$ cat src/rtl/dma_memcpy_if.sv
// Control, status and single-port RAM signals of the memcpy/fill DMA engine.
// The slave modport is the engine; the master modport is the requester plus RAM side.
interface dma_memcpy_if #(
    parameter int unsigned ADDR_W = 10,
    parameter int unsigned LEN_W  = 11
);
    logic              start;
    logic              mode;
    logic [ADDR_W-1:0] src_addr;
    logic [ADDR_W-1:0] dst_addr;
    logic [LEN_W-1:0]  len;
    logic [31:0]       fill_data;
    logic              abort;
    logic              busy;
    logic              done;
    logic              aborted;
    logic [ADDR_W-1:0] ram_addr;
    logic              ram_en;
    logic              ram_we;
    logic [3:0]        ram_wem;
    logic [31:0]       ram_din;
    logic [31:0]       ram_dout;

    modport slave (
        input  start, mode, src_addr, dst_addr, len, fill_data, abort, ram_dout,
        output busy, done, aborted, ram_addr, ram_en, ram_we, ram_wem, ram_din
    );

    modport master (
        output start, mode, src_addr, dst_addr, len, fill_data, abort, ram_dout,
        input  busy, done, aborted, ram_addr, ram_en, ram_we, ram_wem, ram_din
    );
endinterface

$ cat src/rtl/dma_memcpy.sv
// Word-granular memcpy/fill engine driving one single-port RAM.
// Copy alternates read and write cycles (2 cycles/word); fill writes one word per cycle.
module dma_memcpy #(
    parameter int unsigned ADDR_W = 10,
    parameter int unsigned LEN_W  = 11
) (
    input  logic         clk,
    input  logic         rst_n,
    dma_memcpy_if.slave  bus
);
    typedef enum logic [2:0] {StIdle, StRd, StWr, StFill, StFin} state_e;

    state_e            state;
    logic [ADDR_W-1:0] src_ptr;
    logic [ADDR_W-1:0] dst_ptr;
    logic [LEN_W-1:0]  remaining;
    logic [31:0]       fill_word;

    // RAM controls are registered alongside the state they belong to.
    always_ff @(posedge clk or negedge rst_n) begin
        if (!rst_n) begin
            state        <= StIdle;
            src_ptr      <= '0;
            dst_ptr      <= '0;
            remaining    <= '0;
            fill_word    <= '0;
            bus.busy     <= 1'b0;
            bus.done     <= 1'b0;
            bus.aborted  <= 1'b0;
            bus.ram_addr <= '0;
            bus.ram_en   <= 1'b0;
            bus.ram_we   <= 1'b0;
            bus.ram_wem  <= 4'h0;
        end else begin
            bus.done    <= 1'b0;
            bus.ram_en  <= 1'b0;
            bus.ram_we  <= 1'b0;
            bus.ram_wem <= 4'h0;
            unique case (state)
                StIdle: begin
                    if (bus.start) begin
                        src_ptr     <= bus.src_addr;
                        dst_ptr     <= bus.dst_addr;
                        remaining   <= bus.len;
                        fill_word   <= bus.fill_data;
                        bus.aborted <= 1'b0;
                        bus.busy    <= 1'b1;
                        if (bus.len == '0) begin
                            state    <= StFin;
                            bus.done <= 1'b1;
                        end else if (!bus.mode) begin
                            state        <= StRd;
                            bus.ram_en   <= 1'b1;
                            bus.ram_addr <= bus.src_addr;
                        end else begin
                            state        <= StFill;
                            bus.ram_en   <= 1'b1;
                            bus.ram_we   <= 1'b1;
                            bus.ram_wem  <= 4'hF;
                            bus.ram_addr <= bus.dst_addr;
                        end
                    end
                end
                StRd: begin
                    if (bus.abort) begin
                        state       <= StFin;
                        bus.done    <= 1'b1;
                        bus.aborted <= 1'b1;
                    end else begin
                        state        <= StWr;
                        bus.ram_en   <= 1'b1;
                        bus.ram_we   <= 1'b1;
                        bus.ram_wem  <= 4'hF;
                        bus.ram_addr <= dst_ptr;
                    end
                end
                StWr: begin
                    src_ptr   <= src_ptr + 1'b1;
                    dst_ptr   <= dst_ptr + 1'b1;
                    remaining <= remaining - 1'b1;
                    // Abort wins over the last-word exit so aborted is reported.
                    if (bus.abort || remaining == LEN_W'(1)) begin
                        state    <= StFin;
                        bus.done <= 1'b1;
                        if (bus.abort) bus.aborted <= 1'b1;
                    end else begin
                        state        <= StRd;
                        bus.ram_en   <= 1'b1;
                        bus.ram_addr <= src_ptr + 1'b1;
                    end
                end
                StFill: begin
                    dst_ptr   <= dst_ptr + 1'b1;
                    remaining <= remaining - 1'b1;
                    if (bus.abort || remaining == LEN_W'(1)) begin
                        state    <= StFin;
                        bus.done <= 1'b1;
                        if (bus.abort) bus.aborted <= 1'b1;
                    end else begin
                        bus.ram_en   <= 1'b1;
                        bus.ram_we   <= 1'b1;
                        bus.ram_wem  <= 4'hF;
                        bus.ram_addr <= dst_ptr + 1'b1;
                    end
                end
                StFin: begin
                    state    <= StIdle;
                    bus.busy <= 1'b0;
                end
                default: begin
                    state    <= StIdle;
                    bus.busy <= 1'b0;
                end
            endcase
        end
    end

    // Read data only arrives during the write cycle, so it is forwarded combinationally.
    always_comb begin
        bus.ram_din = '0;
        if (state == StWr) begin
            bus.ram_din = bus.ram_dout;
        end else if (state == StFill) begin
            bus.ram_din = fill_word;
        end
    end
endmodule

$ cat src/flat_wrapper.sv
// flat-port wrapper written by rule: the top's interface ports become plain ports
module dma_memcpy_flat 
#(
    parameter int unsigned ADDR_W = 10,
    parameter int unsigned LEN_W  = 11
)
  (clk, rst_n, bus_start, bus_mode, bus_src_addr, bus_dst_addr, bus_len, bus_fill_data, bus_abort, bus_ram_dout, bus_busy, bus_done, bus_aborted, bus_ram_addr, bus_ram_en, bus_ram_we, bus_ram_wem, bus_ram_din);
  dma_memcpy_if #(.ADDR_W(ADDR_W), .LEN_W(LEN_W)) bus_i ();
  input  logic clk;
  input  logic rst_n;
  input wire logic [$bits(bus_i.start)-1:0] bus_start;
  input wire logic [$bits(bus_i.mode)-1:0] bus_mode;
  input wire logic [$bits(bus_i.src_addr)-1:0] bus_src_addr;
  input wire logic [$bits(bus_i.dst_addr)-1:0] bus_dst_addr;
  input wire logic [$bits(bus_i.len)-1:0] bus_len;
  input wire logic [$bits(bus_i.fill_data)-1:0] bus_fill_data;
  input wire logic [$bits(bus_i.abort)-1:0] bus_abort;
  input wire logic [$bits(bus_i.ram_dout)-1:0] bus_ram_dout;
  output wire logic [$bits(bus_i.busy)-1:0] bus_busy;
  output wire logic [$bits(bus_i.done)-1:0] bus_done;
  output wire logic [$bits(bus_i.aborted)-1:0] bus_aborted;
  output wire logic [$bits(bus_i.ram_addr)-1:0] bus_ram_addr;
  output wire logic [$bits(bus_i.ram_en)-1:0] bus_ram_en;
  output wire logic [$bits(bus_i.ram_we)-1:0] bus_ram_we;
  output wire logic [$bits(bus_i.ram_wem)-1:0] bus_ram_wem;
  output wire logic [$bits(bus_i.ram_din)-1:0] bus_ram_din;
  assign bus_i.start = bus_start;
  assign bus_i.mode = bus_mode;
  assign bus_i.src_addr = bus_src_addr;
  assign bus_i.dst_addr = bus_dst_addr;
  assign bus_i.len = bus_len;
  assign bus_i.fill_data = bus_fill_data;
  assign bus_i.abort = bus_abort;
  assign bus_i.ram_dout = bus_ram_dout;
  assign bus_busy = bus_i.busy;
  assign bus_done = bus_i.done;
  assign bus_aborted = bus_i.aborted;
  assign bus_ram_addr = bus_i.ram_addr;
  assign bus_ram_en = bus_i.ram_en;
  assign bus_ram_we = bus_i.ram_we;
  assign bus_ram_wem = bus_i.ram_wem;
  assign bus_ram_din = bus_i.ram_din;
  dma_memcpy #(.ADDR_W(ADDR_W), .LEN_W(LEN_W)) u_core (.clk(clk), .rst_n(rst_n), .bus(bus_i));
endmodule
$ cat config.mk
export PLATFORM = sky130hd
export DESIGN_NAME = dma_memcpy_flat
export DESIGN_NICKNAME = d
export VERILOG_FILES = /design/src/rtl/dma_memcpy_if.sv /design/src/rtl/dma_memcpy.sv /design/src/flat_wrapper.sv
export SDC_FILE = /design/constraint.sdc
export NUM_CORES = 1
export LEC_CHECK = 0
export ABC_AREA = 1
export CORE_MARGIN = 1
export CORE_UTILIZATION = 39
export DETAILED_ROUTE_END_ITERATION = 8
export PLACE_DENSITY = 0.83
export RECOVER_POWER = 100
export SETUP_SLACK_MARGIN = 0.05
export SYNTH_ARGS = -nofsm -noshare
export SYNTH_HDL_FRONTEND = slang
export SYNTH_SLANG_ARGS = --single-unit
$ cat constraint.sdc
create_clock -name clk -period 1.4 [get_ports clk]
set_input_delay 0.14 -clock clk [delete_from_list [all_inputs] [get_ports clk]]
set_output_delay 0.14 -clock clk [all_outputs]
set_load 0.02 [all_outputs]
Word-level counts from Yosys, hierarchy flattened
Index checks and enable logic that the tools add are counted.
{"block": "word_totals", "regBits": 85, "out_inout_bits": 51, "wordCells": 91, "in_bits": 100}
{"block": "classes", "add_sub_neg": 3, "n_mux": 48, "n_reduce_logical": 16, "bitwise_logic": 1, "n_eq_ne": 11}
{"cell": "$mux W10", "n": 8}
{"cell": "$mux W32", "n": 2}
{"cell": "$pmux W10 S2", "n": 2}
{"cell": "$pmux W10 S4", "n": 1}
{"cell": "$pmux W11 S2", "n": 1}
{"cell": "$add A10 B1 Y10 const B", "n": 2}
{"cell": "$mux W4", "n": 5}
{"cell": "$mux W1", "n": 15}
{"cell": "$mux W3", "n": 5}
{"cell": "$pmux W1 S3", "n": 4}
{"cell": "$pmux W3 S4", "n": 1}
{"cell": "$pmux W4 S3", "n": 1}
{"cell": "$eq A11 B1 Y1 const B", "n": 1}
{"cell": "$logic_not A11 Y1", "n": 1}
{"cell": "$mux W11", "n": 1}
{"cell": "$sub A11 B1 Y11 const B", "n": 1}
{"cell": "$ne A2 B2 Y1 const B", "n": 5}
{"cell": "$reduce_and A2 Y1", "n": 5}
{"cell": "$eq A3 B2 Y1 const B", "n": 2}
{"cell": "$reduce_and A6 Y1", "n": 1}
{"cell": "$ne A2 B1 Y1 const B", "n": 2}
{"cell": "$reduce_bool A2 Y1", "n": 2}
{"cell": "$reduce_bool A4 Y1", "n": 1}
{"cell": "$eq A3 B1 Y1 const B", "n": 1}
{"cell": "9 further kinds", "n": 9}

Depth between registers and ports, before layout
{"block": "logic_depth", "depth_word": 4, "depth_mapped": 11, "mapped_depth_nobuf": 11}

Worst setup path before layout
Ideal clock, no wire load.
{"block": "synth_path", "path_kind": "flip-flop to output port", "startpoint": "register u_core.state[2]", "endpoint": "output port bus_ram_din[10]", "stages_incl_launch_ff": 7, "path_buffers": 1, "t_arrival_ns": 1.434, "slack_ns": -0.174, "t_required_ns": 1.260, "cell_sequence": "dfrtp_1 -> inv_2 -> nand2_2 -> nor2_1 -> inv_1 -> clkbuf_1 -> o21ai_0"}
{"block": "synth_via", "elab_chain_len": 3, "elab_cells_between_ends": 4, "classes_between": "eq/ne: 2; mux: 2"}
{"element": "start: declaration", "line_no": "dma_memcpy.sv:13", "rtl": "state_e state;"}
{"element": "start signal: assignment", "line_no": "dma_memcpy.sv:22", "rtl": "state <= StIdle;"}
{"element": "start signal: assignment", "line_no": "dma_memcpy.sv:49", "rtl": "state <= StFin;"}
{"element": "start signal: assignment", "line_no": "dma_memcpy.sv:52", "rtl": "state <= StRd;"}
{"element": "$eq A3 B2 Y1", "line_no": "dma_memcpy.sv:123", "rtl": "end else if (state == StFill) begin"}
{"element": "$mux W32", "line_no": "dma_memcpy.sv:123"}
{"element": "$mux W32 (*)", "line_no": "dma_memcpy.sv:121", "rtl": "if (state == StWr) begin"}
{"element": "end: declaration", "line_no": "flat_wrapper.sv:26", "rtl": "output wire logic [$bits(bus_i.ram_din)-1:0] bus_ram_din;"}
Every way passes the cells marked *; elsewhere a longest branch is shown, timed or not.

Final worst setup path
{"block": "layout_path", "startpoint": "register u_core.state[2]", "endpoint": "register u_core.remaining[9]"}
{"block": "layout_via", "elab_chain_len": 4, "elab_cells_between_ends": 8, "classes_between": "eq/ne: 3; mux: 1; reduce/logical: 4"}
{"element": "$eq A3 B2 Y1", "line_no": "dma_memcpy.sv:39", "rtl": "unique case (state)"}
{"element": "$reduce_or A2 Y1 (no source line)"}
{"element": "$reduce_bool A2 Y1 (no source line)"}
{"element": "$reduce_and A2 Y1 (no source line)"}
{"element": "end signal: assignment", "line_no": "dma_memcpy.sv:44", "rtl": "remaining <= bus.len;"}
{"element": "end signal: assignment", "line_no": "dma_memcpy.sv:80", "rtl": "remaining <= remaining - 1'b1;"}
{"element": "end signal: assignment", "line_no": "dma_memcpy.sv:94", "rtl": "remaining <= remaining - 1'b1;"}
{"element": "end: declaration", "line_no": "dma_memcpy.sv:16", "rtl": "logic [LEN_W-1:0] remaining;"}
Parallel ways exist; a longest one is shown, timed or not.
A chain may end at the register's enable or synchronous reset.

==> impl_metrics.ini <==
[logic_synthesis]
synth.distinct_cells = 34
avgSynthCellArea_um2 = 7.16
synth-seq-cells = 81
synth_edf_count = 0
ys_warn_count = 0
yosysSeqAreaShare_pct = 44.0
ys_top_cells_by_count = nand2_1, o21ai_0, inv_1
synthesis.area_um2 = 4610
async_flop_share_pct = 100
synth-main-ff-cell = dfrtp_1
synth_fp_nets = 748
yosysMostFrequentCell = nand2_1
netlist_instances = 644
synth.area.top_cells = dfrtp_1, nand2_1, o21ai_0
yosysTopAreaCell = dfrtp_1
synth_top_area_share_pct = 44.0

[place]
dp.cells = 981
dpl.hpwl_um = 11000
placed_area_um2 = 6940
io_buffers = 150
gp_congestion = 0.921

[sta]
worst_pin_slew_ns = 0.712
hold_violations = 0
post-route-period-util_pct = 146
setup_violations = 113
slew_violations = 0
fin_ws_ns = -0.641
rsz0062_at_grt = yes
relSlewSlack_pct = 51.8
fin_worst_skew_ns = 0.00950
tns_ns = -44.30
min_period_ns = 2.04
worst_hold_slack_ns = 0.301
max_freq_mhz = 490

[layout]
final_area_um2 = 9050
drive_gt1_share_pct = 41.6
area_delta_synth_final_pct = 96.4
instances_no_fill = 1041
utilization_pct = 79.0
num_antenna_cells = 0
final_nets = 997

[global_routing]
grt_pass1_vias = 6133
overflow = 0
antenna_found_initial = 0
grt_first_pass_wirelength_um = 32200
grtUsageTotal_pct = 33.5
grt_max_degree = 32

[setup_path]
max_stage_delay_ns = 0.41
crit_path_cell_trace = buf_6 > nor2_4 > buf_6 > buf_12 > buf_8 > buf_4 > nand4_1 > o21bai_1 > nand2_1
critical_path_arrival_ns = 2.23
crit_required_ns = 1.59
start_kind = register
reg2reg_setup_slack_ns = -0.64
cp_max_fo = 4
worstSetupEndpointType = register
crit_path_frequent_cell = buf_6
crit_slowest_cell = dfrtp_1
worst-setup-path-type = reg -> reg

[floorplanning]
io_pins = 151
rows = 39
start_util_pct = 40.2
fp.dieW_um = 111
die_area_um2 = 12300
die_height_um = 111
core_area_um2 = 11500

[cts]
clock_latency_ns = 0.36
cts_root_buf = clkbuf_16
clk_pin_slew_ns = 0.06
cts_made_buffers = 9
cts_sinks = 81
clock_path_buffers = 2
cts_tree = yes
htree_levels = 3

[route]
drt_wl_total_um = 27700
drt-pass1-iter-count = 9
drcViolationCount = 81
ant_nets = 0
dr.first_iter.drc_count = 1037
wire_per_inst_um = 26.6
vias = 6659
viasPerCell = 6.40

[power_and_ir_drop]
power_leakage_nw = 4.28
ir_drop_uv = 1650
power_density_nw_per_um2 = 2620

[run]
maxCapViolCount = 0

[outcome]
violations = design-rule violations, negative setup slack
status = finished with violations

[worst_hold_path]
worstHoldPathType = in -> async
-- worst max-delay path: cells and delay by family, from the launching register on --
family / cells / cell delay, ns
AOI/OAI and AO/OA: 1 / 0.27
buffers and inverters: 5 / 0.65
DFF: 1 / 0.41
and+or+nand+nor: 3 / 0.52
-- repair_timing --
item                                   4_1_cts  5_1_grt
setup buffers                               25       14
pin swaps                                   16       30
setup endpoints to repair                  132      113
cloned                                      12        3
hold buffers                                 1        0
endpoints found under the hold margin       21        0
resized for setup                          325      237
-- placed cells by master (no fill, tap or decap), types with 3 or more instances in the layout --
cell type        count
nor2_1              26
a22oi_1              3
buf_16               8
nand2_1            121
nand3_2              9
a21oi_1              8
nand2_2             36
o221ai_2             8
dfrtp_1             80
bufinv_16            3
o211ai_1             8
inv_1               79
nand3_1             30
nand3_4              3
clkinv_4             4
clkdlybuf4s50_1     98
o21ai_0             18
buf_4               71
inv_2                7
buf_12              16
clkbuf_16           13
nand2_4             41
nand4_1              6
o21ai_1             14
buf_8                6
dlygate4sd2_1       19
buf_6               40
o21ai_4             15
nor2_2               7
nor2_4              10
a31oi_1              4
o21ai_2             49
-- final cells by class --
class                   instances  area (µm²)
clock buffers                  10         229
flip-flops and latches         81        2030
multi-input cells             442        3200
clock inverters                 6         116
well taps                     143         179
inverters                      92         375
repair buffers                267        2920
fillers                       562        2410
-- final timing paths --
kind,start,to,depth (start not counted)
worst max-delay path,u_core.state[2],u_core.remaining[9],9
worst min-delay path,rst_n,u_core.fill_word[4],2
worst max register to register,u_core.state[2],u_core.remaining[9],9
worst min register to register,u_core.bus.ram_addr[9],u_core.bus.ram_addr[9],2
max in group asynchronous,rst_n,u_core.state[0],3
min in group clk,bus_fill_data[16],u_core.fill_word[16],3
-- metal layers --
metal	track usage, %	vias up	share of wire, %
li1	-	2594	-
met1	38.4	3087	31
met2	55.7	679	46
met3	5.96	297	13
met4	25.2	2	10
met5	0	-	0.18
-- registers in the layout, summed over array words and instances (netlist names) --
register,count
u_core.fill_word,32
u_core.state,3
u_core.remaining,11
u_core.bus.ram_wem,1
u_core.dst_ptr,10
u_core.bus.aborted,1
u_core.bus.done,1
u_core.bus.ram_en,1
u_core.bus.ram_addr,10
u_core.bus.busy,1
u_core.src_ptr,10
-- power by group --
group          total [mW]  internal, mW  switching, mW
clock network        2.85          1.75           1.10
logic                16.4          6.98           9.40
registers            4.51          3.54          0.979
total                23.7          12.3           11.5
-- cells by family (layout without fill, tap and decap cells) --
family                   Yosys count  count (layout)  share of synthesized area, %
buffers and inverters            121             375                          10.6
XOR/XNOR                           3               3                         0.570
AO/OA/AOI/OAI                    141             141                          17.4
adder cells (fa/ha/maj)            4               4                          1.09
flip-flops                        81              81                          44.0
AND/OR/NAND/NOR                  294             294                          26.4
-- stage by stage --
stage	total power [mW]	setup slack [ns]
finish	23.7	-0.641
global route	24.3	-0.691
CTS	19.1	-0.256
detailed placement	13.4	-0.458
global placement	13.1	-0.434
floorplan	9.45	-0.0352
(Power assumes the default switching activity.)
